[config.mk]
export PLATFORM = sky130hd
export DESIGN_NAME = imem_loader_flat
export DESIGN_NICKNAME = d
export VERILOG_FILES = /design/src/rtl/imem_loader_pkg.sv /design/src/rtl/imem_loader_if.sv /design/src/rtl/imem_loader_word_assembler.sv /design/src/rtl/imem_loader.sv /design/src/flat_wrapper.sv
export SDC_FILE = /design/constraint.sdc
export NUM_CORES = 1
export LEC_CHECK = 0
export CORE_MARGIN = 2
export CORE_UTILIZATION = 29
export DETAILED_ROUTE_END_ITERATION = 8
export SYNTH_ARGS = -nofsm -noshare
export SYNTH_HDL_FRONTEND = slang
export SYNTH_SLANG_ARGS = --single-unit
[constraint.sdc]
create_clock -name clk -period 1.79 [get_ports clk]
set_clock_uncertainty 0.1 [all_clocks]
set_input_delay 0.358 -clock clk [delete_from_list [all_inputs] [get_ports clk]]
set_output_delay 0.358 -clock clk [all_outputs]
set_load 0.01 [all_outputs]
[src/rtl/imem_loader_pkg.sv]
// Shared definitions for the instruction-memory loader and its RAM.
// Latency: n/a (types and constants only).
// Backpressure: n/a.
package imem_pkg;

  localparam int ADDR_W    = 5;
  localparam int DATA_W    = 32;
  localparam int MAX_WORDS = 1 << ADDR_W;

  typedef enum logic [2:0] {
    ST_IDLE,
    ST_HDR,
    ST_DATA,
    ST_WRITE,
    ST_DONE
  } ld_state_e;

  // Bytes that make up one instruction word.
  function automatic int bytes_per_word(input int dw);
    return dw / 8;
  endfunction

endpackage

[src/rtl/imem_loader_if.sv]
// Byte-stream input and instruction-memory write port of the loader.
// Latency: n/a (wiring only).
// Backpressure: in_valid/in_ready handshake on the byte stream; the memory port is write-only.
interface imem_loader_if #(
  parameter int ADDR_W = 5,
  parameter int DATA_W = 32
);

  logic [7:0]        in_data;
  logic              in_valid;
  logic              in_ready;
  logic              mem_we;
  logic [ADDR_W-1:0] mem_addr;
  logic [DATA_W-1:0] mem_wdata;

  // Byte producer that also observes the memory writes.
  modport master (
    output in_data, in_valid,
    input  in_ready, mem_we, mem_addr, mem_wdata
  );

  // The loader: consumes bytes, drives the memory write port.
  modport slave (
    input  in_data, in_valid,
    output in_ready, mem_we, mem_addr, mem_wdata
  );

endinterface

[src/rtl/imem_loader_word_assembler.sv]
// Shifts bytes into a word register at the LSB end and counts bytes within the word.
// Latency: word updates on the edge a byte is shifted in.
// Backpressure: none; the caller decides when to shift or clear.
module word_assembler #(
  parameter int DATA_W = 32
) (
  input  logic              clk,
  input  logic              rst_n,
  input  logic [7:0]        byte_i,
  input  logic              shift_i,
  input  logic              clr_i,
  output logic [DATA_W-1:0] word_o,
  output logic              last_o
);
  import imem_pkg::*;

  localparam int NBYTES = bytes_per_word(DATA_W);
  localparam int CNT_W  = (NBYTES > 1) ? $clog2(NBYTES) : 1;

  logic [CNT_W-1:0]  cnt_q, cnt_d;
  logic [DATA_W-1:0] word_q, word_d;

  // High while the next shifted byte completes the word.
  assign last_o = (cnt_q == CNT_W'(NBYTES - 1));
  assign word_o = word_q;

  // Clear wins over shift; the counter wraps after the last byte of a word.
  always_comb begin
    word_d = word_q;
    cnt_d  = cnt_q;
    if (clr_i) begin
      word_d = '0;
      cnt_d  = '0;
    end else if (shift_i) begin
      word_d = (word_q << 8) | DATA_W'(byte_i);
      cnt_d  = last_o ? '0 : cnt_q + 1'b1;
    end
  end

  // Word and byte-count registers.
  always_ff @(posedge clk or negedge rst_n) begin
    if (!rst_n) begin
      word_q <= '0;
      cnt_q  <= '0;
    end else begin
      word_q <= word_d;
      cnt_q  <= cnt_d;
    end
  end

endmodule

[src/rtl/imem_loader.sv]
// Loads a header-prefixed byte stream into instruction memory while holding the CPU.
// Latency: mem_we one cycle after the last byte of a word; done one cycle after the final write.
// Backpressure: in_ready only in HDR/DATA and never while abort is high; in_valid low stalls.
module imem_loader #(
  parameter int ADDR_W    = imem_pkg::ADDR_W,
  parameter int DATA_W    = imem_pkg::DATA_W,
  parameter int MAX_WORDS = imem_pkg::MAX_WORDS
) (
  input  logic         clk,
  input  logic         rst_n,
  input  logic         start,
  input  logic         abort,
  imem_loader_if.slave bus,
  output logic         cpu_hold,
  output logic         done,
  output logic         err
);
  import imem_pkg::*;

  // One extra index bit so a full-depth load reaches N without wrapping to 0.
  localparam int IDX_W = ADDR_W + 1;

  ld_state_e         state_q, state_d;
  logic [7:0]        n_q, n_d;
  logic [IDX_W-1:0]  idx_q, idx_d, idx_inc;
  logic              err_q, err_d;
  logic              shift, clr, last;
  logic              rdy, we, done_p, hold;
  logic [DATA_W-1:0] word;

  word_assembler #(.DATA_W(DATA_W)) u_asm (
    .clk    (clk),
    .rst_n  (rst_n),
    .byte_i (bus.in_data),
    .shift_i(shift),
    .clr_i  (clr),
    .word_o (word),
    .last_o (last)
  );

  assign idx_inc       = idx_q + 1'b1;
  assign bus.in_ready  = rdy;
  assign bus.mem_we    = we;
  assign bus.mem_addr  = idx_q[ADDR_W-1:0];
  assign bus.mem_wdata = word;
  assign cpu_hold      = hold;
  assign done          = done_p;
  assign err           = err_q;

  // Next-state and outputs; abort overrides everything the state would do.
  always_comb begin
    state_d = state_q;
    n_d     = n_q;
    idx_d   = idx_q;
    err_d   = err_q;
    shift   = 1'b0;
    clr     = 1'b0;
    rdy     = 1'b0;
    we      = 1'b0;
    done_p  = 1'b0;
    hold    = 1'b1;
    case (state_q)
      ST_IDLE: begin
        hold = 1'b0;
        if (start) begin
          state_d = ST_HDR;
          err_d   = 1'b0;
          idx_d   = '0;
          n_d     = '0;
          clr     = 1'b1;
        end
      end
      ST_HDR: begin
        rdy = 1'b1;
        if (bus.in_valid) begin
          n_d = bus.in_data;
          if (bus.in_data == 8'd0) begin
            state_d = ST_DONE;
          end else if (int'(bus.in_data) > MAX_WORDS) begin
            state_d = ST_IDLE;
            err_d   = 1'b1;
          end else begin
            state_d = ST_DATA;
          end
        end
      end
      ST_DATA: begin
        rdy = 1'b1;
        if (bus.in_valid) begin
          shift = 1'b1;
          if (last) state_d = ST_WRITE;
        end
      end
      ST_WRITE: begin
        we      = 1'b1;
        idx_d   = idx_inc;
        clr     = 1'b1;
        state_d = (idx_inc == IDX_W'(n_q)) ? ST_DONE : ST_DATA;
      end
      ST_DONE: begin
        done_p  = 1'b1;
        state_d = ST_IDLE;
      end
      default: state_d = ST_IDLE;
    endcase
    if (abort) begin
      state_d = ST_IDLE;
      n_d     = n_q;
      idx_d   = idx_q;
      err_d   = err_q;
      shift   = 1'b0;
      clr     = 1'b1;
      rdy     = 1'b0;
      we      = 1'b0;
      done_p  = 1'b0;
    end
  end

  // State, header count, word index and sticky error registers.
  always_ff @(posedge clk or negedge rst_n) begin
    if (!rst_n) begin
      state_q <= ST_IDLE;
      n_q     <= '0;
      idx_q   <= '0;
      err_q   <= 1'b0;
    end else begin
      state_q <= state_d;
      n_q     <= n_d;
      idx_q   <= idx_d;
      err_q   <= err_d;
    end
  end

endmodule

[src/flat_wrapper.sv]
// flat-port wrapper written by rule: the top's interface ports become plain ports
module imem_loader_flat import imem_pkg::*;
#(
  parameter int ADDR_W    = imem_pkg::ADDR_W,
  parameter int DATA_W    = imem_pkg::DATA_W,
  parameter int MAX_WORDS = imem_pkg::MAX_WORDS
)
  (clk, rst_n, start, abort, cpu_hold, done, err, bus_in_data, bus_in_valid, bus_in_ready, bus_mem_we, bus_mem_addr, bus_mem_wdata);
  imem_loader_if #(.ADDR_W(ADDR_W), .DATA_W(DATA_W)) bus_i ();
  input  logic clk;
  input  logic rst_n;
  input  logic start;
  input  logic abort;
  output logic cpu_hold;
  output logic done;
  output logic err;
  input wire logic [$bits(bus_i.in_data)-1:0] bus_in_data;
  input wire logic [$bits(bus_i.in_valid)-1:0] bus_in_valid;
  output wire logic [$bits(bus_i.in_ready)-1:0] bus_in_ready;
  output wire logic [$bits(bus_i.mem_we)-1:0] bus_mem_we;
  output wire logic [$bits(bus_i.mem_addr)-1:0] bus_mem_addr;
  output wire logic [$bits(bus_i.mem_wdata)-1:0] bus_mem_wdata;
  assign bus_i.in_data = bus_in_data;
  assign bus_i.in_valid = bus_in_valid;
  assign bus_in_ready = bus_i.in_ready;
  assign bus_mem_we = bus_i.mem_we;
  assign bus_mem_addr = bus_i.mem_addr;
  assign bus_mem_wdata = bus_i.mem_wdata;
  imem_loader #(.ADDR_W(ADDR_W), .DATA_W(DATA_W), .MAX_WORDS(MAX_WORDS)) u_core (.clk(clk), .rst_n(rst_n), .start(start), .abort(abort), .bus(bus_i), .cpu_hold(cpu_hold), .done(done), .err(err));
endmodule
==> impl_results.rst <==
.. list-table::
   :header-rows: 1

   * - Metric
     - Value
   * - Main flop type after synthesis
     - dfrtp_1
   * - Final Net Count
     - 373
   * - RSZ-0062 raised after global routing
     - yes
   * - Period utilization
     - 0.9829
   * - Clock latency on the worst-skew pair
     - 300 ps
   * - Worst stage delay on the critical path
     - 470 ps
   * - Peak clock frequency supported by timing
     - 568.4 MHz
   * - Vertical die dimension
     - 96.62 um
   * - Data arrival time of the worst path
     - 1300 ps
   * - Synth Cell Area
     - 2487 um2
   * - Finished Cell Area
     - 3587 um2
   * - Endpoint type of the worst setup path
     - primary output
   * - CTS tree
     - done
   * - Total of buffers placed on input and output ports
     - 54
   * - Critical path, cell by cell
     - or3_4, buf_6
   * - Total count of hold-check failures in the final report
     - 0
   * - Hold EP
     - u_core.idx_q[5]
   * - Peak ir drop on the vdd network
     - 0.0003168 V
   * - Setup tns final
     - 0 ps
   * - Number of cells in the design after placement
     - 450
   * - R2R Setup Slk
     - 50 ps
   * - Clock-pin slew reported for the worst setup and hold paths after clock tree synthesis
     - 90 ps
   * - H-tree depth
     - 2
   * - Count of buffering cells on the critical path with inverters included
     - 1
   * - Clk root buf
     - clkbuf_8
   * - Number of vias after detailed routing
     - 2218
   * - Post-layout min period
     - 1759 ps
   * - Pre-CTS WS
     - -405.9 ps
   * - Mapped Avg Cell Area
     - 8.884 um2
   * - Kind of start point of the critical path
     - flop
   * - Total core area
     - 8258 um2
   * - Yosys warning count
     - 0
   * - Drt initial violations
     - 142
   * - Share of synthesized flip-flops with an asynchronous set or reset
     - 1.000
   * - Number of slew-limit violations in the final report
     - 0
   * - Rows
     - 33
   * - Initial cell density of the core
     - 0.3012
   * - Total of endpoints with negative setup slack in the final report
     - 0
   * - Seq/Total Area, Yosys
     - 0.5030
   * - IO Count
     - 55
   * - Overall Power
     - 2.274 mW
   * - Fraction of layout instances using a drive strength above 1
     - 0.2067
   * - Setup CP Type
     - reg -> out
   * - Count of inserted antenna diode cells
     - 0
   * - Initial antenna violation count
     - 0
   * - Sum of routed wire length over all layers
     - 6930 um
   * - Power per Cell Area
     - 633.9 nW/um2
   * - Wire length of the first global-routing pass
     - 10920 um
   * - Number of synthesized register bits
     - 50
   * - Count of unresolved DRC violations after routing
     - 0
   * - Actual transition at the worst max-transition pin
     - 289.8 ps
   * - Post-placement cell area
     - 3324 um2
   * - GRT Resource Usage Total
     - 0.1426
   * - Total die area
     - 9334 um2
   * - Cells after synthesis
     - 280
   * - Required time worst endpoint
     - 1330 ps
   * - Max transition margin
     - 0.8064
   * - Critical path fanouts, max
     - 5
   * - Reg2reg start
     - u_core.idx_q[1]
   * - Worst min-delay path category
     - reg -> reg
   * - Total congestion overflow
     - 0
   * - Distinct cell type count of the synthesized netlist
     - 43
   * - Top-area cell type share of the netlist area
     - 0.5030
   * - Pre-Repair DR Iteration Count
     - 4
   * - Final weighted congestion of routability-driven global placement
     - 0.7547
   * - Final core utilization
     - 0.4344
   * - Largest net degree at the start of global routing
     - 51
   * - WL per Instance
     - 14.97 um
   * - Top post-synthesis cells by count
     - nand2_1 (87), dfrtp_1 (50), a21oi_1 (37)
   * - Cell with the most instances after synthesis
     - nand2_1
   * - Status
     - completed
   * - Remaining antenna violation count after routing
     - 0
   * - Vias in the first global route
     - 2166
   * - R2r endpoint
     - u_core.state_q[1]
   * - Die X
     - 96.62 um
   * - Library cell with the largest summed area after synthesis
     - dfrtp_1
   * - Min Hold Slack
     - 404.8 ps
   * - Count of flip-flops with a built-in enable after synthesis
     - 0
   * - Count of non-filler cells in the finished layout
     - 463
   * - Layout Area Growth over Synthesis
     - 44.22%
   * - Critical Path Slowest Stage Cell
     - dfrtp_2
   * - Launch instance of the worst min-delay path
     - u_core.idx_q[5]
   * - Post-route setup slack
     - 30.59 ps
   * - Max Buffers Root-to-Sink
     - 2
   * - Number of max-capacitance violations reported
     - 0
   * - TritonCTS sink count
     - 50
   * - Post-Syn Nets
     - 295
   * - CTS Buf Count
     - 5
   * - Post-DP HPWL
     - 4519 um
   * - Via density
     - 4.790
   * - CP delay by family, top
     - flip-flops
   * - Static leakage
     - 1.483 nW
   * - Number of cells traversed by the worst register-to-register path
     - 6
   * - Largest cells by area after synthesis
     - dfrtp_1 (50%), nand2_1 (13%), a21oi_1 (7.4%)
   * - Number of cells traversed by the worst hold path
     - 1
-- registers in the layout, indices dropped and copies added, names as in the netlist --
| signal | cells |
|---|---|
| u_core.state_q | 3 |
| u_core.u_asm.cnt_q | 2 |
| u_core.u_asm.word_o | 32 |
| u_core.idx_q | 6 |
| u_core.n_q | 6 |
| u_core.err | 1 |
-- cell families (layout without fill, tap and decap cells) --
logic type               after synthesis  in the layout  synth area share
buffers and inverters                 22            100           0.05332
AO/OA/AOI/OAI                         64             64            0.1449
flip-flops                            50             50            0.5030
XOR/XNOR                               7              7           0.02465
AND/OR/NAND/NOR                      133            133            0.2510
multiplexers                           2              2           0.01308
adder cells (fa/ha/maj)                2              2           0.01006
-- worst reg2reg max path, cell delays in order, from the launching register on --
cell	delay (ps)
dfrtp_1	390
ha_2	200
and3b_1	160
or3_1	300
a31o_1	260
nor4b_4	140
a22oi_2	110
-- worst max-delay path by stage --
stage | startpoint | end | slack (ps) | cells past startpoint
floorplan | u_core.idx_q[0] | u_core.state_q[1] | 1 | 6
global placement | abort | done | -370 | 3
detailed placement | abort | u_core.state_q[1] | -410 | 7
CTS | u_core.state_q[1] | done | -40 | 2
global route | u_core.idx_q[1] | u_core.state_q[2] | -10 | 6
finish | u_core.state_q[2] | cpu_hold | 30 | 2
-- where the power goes --
| group | internal (mW) | switching [mW] |
|---|---|---|
| Combinational | 0.145 | 0.155 |
| Sequential | 1.15 | 0.0220 |
| Clock | 0.412 | 0.391 |
-- timing repair --
item                                    4_1_cts  5_1_grt
hold endpoints to repair                     50        0
gates resized for setup                      29       22
pin swaps                                     2       10
hold buffers                                  1        0
endpoints found under the setup margin       11       51
setup buffers                                 1        2
cloned                                        0        2
-- layer usage --
| layer | track usage | wire (um) | vias up | share of wire |
|---|---|---|---|---|
| li1 | - | - | 1090 | - |
| met2 | 0.2345 | 3342 | 41 | 0.48 |
| met3 | 0.03107 | 229 | 7 | 0.033 |
| met4 | 0.04659 | 110 | 0 | 0.016 |
| met1 | 0.1870 | 3249 | 1080 | 0.47 |
| met5 | 0 | 0 | - | 0 |
-- area by class of cell --
type / instances / area [um2]
tap: 105 / 131.4
fill: 832 / 4671
clock inverter: 2 / 38.79
sequential: 50 / 1257
multi-input combinational: 208 / 1175
timing repair buffer: 91 / 908.4
clock buffer: 5 / 68.82
inverter: 2 / 7.507
-- cell usage in the layout, fill, tap and decap left out, types with 3 or more instances in the layout --
cell	count
a21oi_1	37
buf_12	5
buf_2	4
buf_4	26
buf_6	4
clkbuf_8	5
clkdlybuf4s50_1	44
dfrtp_1	45
dfrtp_2	5
dlygate4sd2_1	4
nand2_1	86
nand3_1	5
nor2_1	8
nor3_1	6
o21ai_0	6
o21ai_1	10
or3_1	3
xnor2_1	5
No activity file was read; power rests on OpenSTA's default activity.
